<file path="src/rtl/if_pc_gen.sv">
// if_pc_gen: instruction-fetch program counter generator (BOOT/RUN/HALT FSM).
// Ports: clk/rst (async active-high); redirect_vld/redirect_pc, trap_vld, halt_req,
//   if_ready in; pc, pc_valid, halted, misalign_err, fetch_cnt out (all registered state).
// Latency: one cycle from request to new pc; if_ready low stalls pc in RUN.
module if_pc_gen #(
  parameter int              XLEN      = 32,
  parameter logic [XLEN-1:0] RESET_VEC = 32'hFFFF_FFFC,
  parameter logic [XLEN-1:0] TRAP_VEC  = 32'h0000_0100,
  parameter int              INC       = 4,
  parameter int              CNT_W     = 32
) (
  input  logic             clk,
  input  logic             rst,
  input  logic             redirect_vld,
  input  logic [XLEN-1:0]  redirect_pc,
  input  logic             trap_vld,
  input  logic             halt_req,
  input  logic             if_ready,
  output logic [XLEN-1:0]  pc,
  output logic             pc_valid,
  output logic             halted,
  output logic             misalign_err,
  output logic [CNT_W-1:0] fetch_cnt
);

  typedef enum logic [1:0] {
    BOOT = 2'd0,
    RUN  = 2'd1,
    HALT = 2'd2
  } state_t;

  state_t state;

  localparam logic [XLEN-1:0]  INC_V = XLEN'(INC);
  localparam logic [CNT_W-1:0] ONE_C = CNT_W'(1);

  assign pc_valid = (state == RUN);
  assign halted   = (state == HALT);

  always_ff @(posedge clk or posedge rst) begin
    if (rst) begin
      pc           <= RESET_VEC;
      state        <= BOOT;
      misalign_err <= 1'b0;
      fetch_cnt    <= '0;
    end else begin
      misalign_err <= 1'b0;

      // Count the fetch handed over this cycle, even if the pc is being
      // redirected away at the same edge.
      if ((state == RUN) && if_ready) begin
        fetch_cnt <= fetch_cnt + ONE_C;
      end

      if (trap_vld) begin
        pc    <= TRAP_VEC;
        state <= RUN;
      end else if (redirect_vld) begin
        state <= RUN;
        if (redirect_pc[1:0] != 2'b00) begin
          // Misaligned target is converted into a trap entry.
          pc           <= TRAP_VEC;
          misalign_err <= 1'b1;
        end else begin
          pc <= redirect_pc;
        end
      end else begin
        unique case (state)
          BOOT: begin
            if (halt_req) begin
              state <= HALT;
            end else begin
              // First real fetch address; if_ready is irrelevant here
              // because nothing has been offered yet.
              pc    <= RESET_VEC + INC_V;
              state <= RUN;
            end
          end
          RUN: begin
            if (halt_req) begin
              state <= HALT;
            end else if (if_ready) begin
              pc <= pc + INC_V;
            end
          end
          HALT: begin
            // Parked until a trap or redirect arrives.
          end
          default: begin
            state <= BOOT;
          end
        endcase
      end
    end
  end

endmodule

</file>
<file path="config.mk">
export PLATFORM = sky130hd
export DESIGN_NAME = if_pc_gen
export DESIGN_NICKNAME = d
export VERILOG_FILES = /design/src/rtl/if_pc_gen.sv
export SDC_FILE = /design/constraint.sdc
export NUM_CORES = 1
export LEC_CHECK = 0
export ABC_AREA = 0
export BUFFER_PORTS_ARGS = -buffer_cell sky130_fd_sc_hd__clkbuf_2
export CELL_PAD_IN_SITES_DETAIL_PLACEMENT = 0
export CELL_PAD_IN_SITES_GLOBAL_PLACEMENT = 2
export CORE_MARGIN = 3
export CORE_UTILIZATION = 34
export DETAILED_ROUTE_END_ITERATION = 7
export PLACE_DENSITY_LB_ADDON = 0.1
export SLEW_MARGIN = 5
export SYNTH_ARGS = -nofsm -noshare
export SYNTH_HDL_FRONTEND = slang
export SYNTH_SLANG_ARGS = --single-unit
</file>
<file path="constraint.sdc">
create_clock -name clk -period 3.75 [get_ports clk]
set_input_delay 0.75 -clock clk [delete_from_list [all_inputs] [get_ports clk]]
set_output_delay 0.75 -clock clk [all_outputs]
set_load 0.005 [all_outputs]
</file>
# Word-level counts from Yosys, hierarchy flattened

Cells that the tools add are included.

Memories kept: 0
Word-level logic and storage cells: 34
Bits in latches: 0
Output and inout port bits: 67
Bits in read-only memories: 0
Register bits: 67
Memory bits (writable): 0
Input port bits: 38

Multiply operators: 0
Div/mod/pow operators: 0
Shifts and indexed selects: 0
Bitwise operators: 0
Add/sub/neg operators: 2
Reductions and logical operators: 6
Mux-type cells: 15
Order comparisons: 0
Equality and inequality tests: 7

Operators by type and width:

| operator              | count |
|---|---|
| $mux 32               | 6 |
| $pmux 32 s2           | 1 |
| $add 32x1->32 const B | 1 |
| $add 32x3->32 const B | 1 |
| $ne 4x4->1 const B    | 4 |
| $mux 2                | 4 |
| $pmux 2 s3            | 1 |
| $reduce_and 4->1      | 1 |
| $reduce_bool 4->1     | 1 |
| $mux 1                | 3 |
| $ne 3x3->1 const B    | 1 |
| $eq 2x1->1 const B    | 1 |
| $eq 2x2->1 const B    | 1 |
| $logic_not 2->1       | 1 |
| $reduce_and 2->1      | 1 |
| $reduce_bool 2->1     | 1 |
| $logic_and 1x1->1     | 1 |

# Depth between registers and ports, before layout

Word-level depth: 6
Depth in mapped cells: 8
Depth with buffers taken out: 6

# Least setup slack after synthesis

OpenSTA, ideal clock, no wires.

Kind: input-to-reg
Start point: input trap_vld
End point: register pc[5]
Setup time: 0.091 ns
Required time: 3.659 ns
Data arrival time: 1.956 ns
Path slack: 1.703 ns
Cell stages on the path: 8
Path buffers: 4
Cells stage by stage: clkbuf_1 nor2_1 o31a_1 buf_2 buf_2 buf_2 nand2_1 o31ai_1

Cells in the longest elaborated chain, start to end: 2
Elaborated cells between the ends (all ways): 6
Classes of those cells: eq/ne (3); mux (1); reduce/logical (2)

RTL lines:

| what                                                             | RTL line | source |
|---|---|---|
| start, declared                                                  | 16       | `input logic trap_vld,` |
| $ne 4x4->1 (no line) / $reduce_bool 4->1 (equally long branches) | n/a      |  |
| $reduce_and 4->1 (no line)                                       | n/a      |  |
| end signal, assigned                                             | 65       | `pc <= redirect_pc;` |
| end signal, assigned                                             | 75       | `pc <= RESET_VEC + INC_V;` |
| end signal, assigned                                             | 83       | `pc <= pc + INC_V;` |
| end, declared                                                    | 19       | `output logic [XLEN-1:0] pc,` |

Parallel ways exist; a longest one is shown, timed or not.
A chain may end at the register's enable or synchronous reset.

# Final worst setup path

Start point: input redirect_vld
End point: register pc[22]

Cells in the longest elaborated chain, start to end: 2
Elaborated cells between the ends (all ways): 7
Classes of those cells: eq/ne (3); mux (2); reduce/logical (2)

RTL lines:

| what                                                         | RTL line | source |
|---|---|---|
| start, declared                                              | 14       | `input logic redirect_vld,` |
| $ne 4x4->1 (no line), or another cell as far along           | n/a      |  |
| $reduce_and 4->1 (no line) / $mux 32 (equally long branches) | n/a      |  |

Parallel ways exist; a longest one is shown, timed or not.

==> reports/qor.yml <==
status: "finished clean"
layout_commonest_cell: "clkbuf_2"
io_pins: 105
synthArstFlopShare: 1.000
slew_violations: 0
min_period_ns: 2.543
skew_ns: 0.004527
r2r-end: "pc[26]"
ys_ff_latch: 67
ys_warn_count: 0
crit_family: "buffers and inverters"
die_w_um: 113.5
dieHeight_um: 113.5
path_clk_slew_ns: 0.06
cts_setup_buffers: 0
cts_resized: 0
syn-num-nets: 463
path_cells: "clkbuf_2 -> nor2_2 -> o31a_1 -> buf_4 -> nor3_1 -> a41oi_1 -> o21ai_0"
antennaDiodeCount: 0
wl_met2_mm: 5.429
rr_worst_depth: 6
syn-mean-instance-area_um2: 9.291
cpMaxStageDelayCell: "nor2_2"
max_stage_delay_ns: 0.53
hold_viol_final: 0
dominantRegCellSynth: "dfrtp_1"
syn_inst: 423
worst_setup_path_end_kind: "flip-flop"
grt_antenna_before_repair: 0
finalSetupViolCount: 0
p_total_mw: 2.130
syn2layout_area_growth_pct: 24.07
globalRouteOverflowTotal: 0
gp_congestion: 0.8204
grt_pass1_wl_mm: 19.44
p_int_mw: 1.530
root_buffer: "clkbuf_16"
seq_power_share: 0.423
via_per_inst: 5.532
crit_end: "pc[22]"
setup_tns_ns: 0
synth.distinct_cells: 56
met3_length_um: 628
cp.arrival_ns: 2.79
rows: 38
fin_util: 0.4401
drt_iter0_drc: 213
cts.sinks: 67
drive_above_1_share: 0.3333
rsz0062_at_grt: "false"
relSlewSlack: 0.1333
rr_startpoint: "pc[2]"
grt_pass1_vias: 3704
hold_buffers: 0
final_cell_mix: "clkbuf_2, a21oi_1, dfrtp_1"
core_mm2: 0.01108
portBuffers: 104
hold_path.class: "reg2reg"
max_freq_ghz: 0.3932
crit_fanout: 52
clock_latency_ns: 0.33
ys_seq_area_frac: 0.4362
vias: 3679
dieArea_mm2: 0.01288
swShare: 0.2817
startpoint_type: "input port"
finalCritPeriodShare: 0.6781
drt_pass1_iterations: 4
grt_use_total: 0.1896
synth-edff-count: 0
initial_core_util: 0.3548
cts_buffer_depth: 2
cts-buffers-inserted: 9
remaining_drc_errors: 0
r2r_slack_ns: 1.25
htreeDepth: 3
ant_nets: 0
power_switching_mw: 0.6001
layout.cells.non_filler: 665
highest_layer: "met4"
worst_pin_slew_ns: 1.289
met1_length_mm: 5.459
layout.nets: 560
p_clk_frac: 0.429
crit_cells: 7
startpoint: "redirect_vld"
grt_max_degree: 53
hpwlAfterDp_mm: 8.341
combinationalPowerShare: 0.149
leakagePower_nw: 2.099
routed_wl_mm: 11.72
dp.cells: 649
path_class: "in2reg"
vdd.ir_drop.worst_v: 0.0002270
syn-cell-area_mm2: 0.003930
crit_required_ns: 4.00
wl_per_cell_um: 17.62
max_cap_violations: 0
crit_buf_inv: 2
cts_tree: "built"
power_density_mw_per_mm2: 436.8
[flip-flops by register name, indices dropped and copies added (netlist names)]
name,count
fetch_cnt,32
pc,32
state,2
misalign_err,1
[synthesized netlist by cell type (all sizes together), types with 5 or more instances]
master,count,share of area
o21ai,25,0.032
xnor2,28,0.062
and3,7,0.011
nand2,29,0.028
inv,8,0.0076
nand3,26,0.033
dfrtp,37,0.24
a21oi,39,0.050
and4,9,0.020
buf,11,0.018
nor4,9,0.024
clkbuf,14,0.013
nand4,17,0.036
nor2,28,0.027
xor2,5,0.011
nor3,27,0.039
o31ai,19,0.036
dfstp,30,0.20
a31oi,9,0.014
[stage by stage]
stage               worst slack (ns)  area (um2)  hold slack (ns)
global placement              0.8900        4557           0.4642
floorplan                      1.366        3930           0.4682
global route                  0.9891        4876           0.5040
CTS                            1.175        4876           0.4799
detailed placement            0.8249        4557           0.4678
finish                         1.207        4876           0.4800
[worst min path at each step]
stage / start / end / slack, ns / depth (start not counted)
final: fetch_cnt[31] / fetch_cnt[31] / 0.48 / 1
after global routing: fetch_cnt[26] / fetch_cnt[26] / 0.50 / 1
after CTS: fetch_cnt[31] / fetch_cnt[31] / 0.48 / 1
after detailed placement: fetch_cnt[31] / fetch_cnt[31] / 0.47 / 1
after global placement: fetch_cnt[31] / fetch_cnt[31] / 0.46 / 1
after floorplan: fetch_cnt[31] / fetch_cnt[31] / 0.47 / 1
[kinds of logic (layout without fill, tap and decap cells)]
kind of cell             count (synthesis)  after routing  share of synthesized area
adder cells (fa/ha/maj)                  2              2                   0.006366
AO/OA/AOI/OAI                          121            121                     0.1968
XOR/XNOR                                33             33                    0.07354
multiplexers                             1              1                   0.002865
AND/OR/NAND/NOR                        166            166                     0.2451
buffers and inverters                   33            135                    0.03916
flip-flops                              67             67                     0.4362
[layout make-up]
cell class	count	area, um2
Clock inverter	6	90.09
Fill cell	1092	6202
Sequential cell	67	1714
Clock buffer	10	229.0
Timing Repair Buffer	111	573.1
Inverter	8	30.03
Multi-Input combinational cell	323	2064
Tap cell	140	175.2
[worst register-to-register path, cell delays in order, from the launching register on]
cell and delay [ns]:
dfstp_2 0.59, ha_1 0.27, nand4_2 0.26, nor4_4 0.56
and4_1 0.46, o31ai_1 0.11, o2bb2ai_1 0.18
[power by group through the flow]
stage	combinational (mW)	sequential (mW)	clock, mW
floorplan	0.187	0.894	0
global placement	0.314	0.910	0
detailed placement	0.323	0.911	0
CTS	0.324	0.901	0.936
global route	0.360	0.916	0.969
finish	0.317	0.900	0.913
[layer usage]
layer  vias up  global-route usage
met4         0             0.08574
met3        15             0.04562
met5         -                   0
met2        91              0.2846
met1      1798              0.2591
li1       1775                   -
No activity file was read; power rests on OpenSTA's default activity.
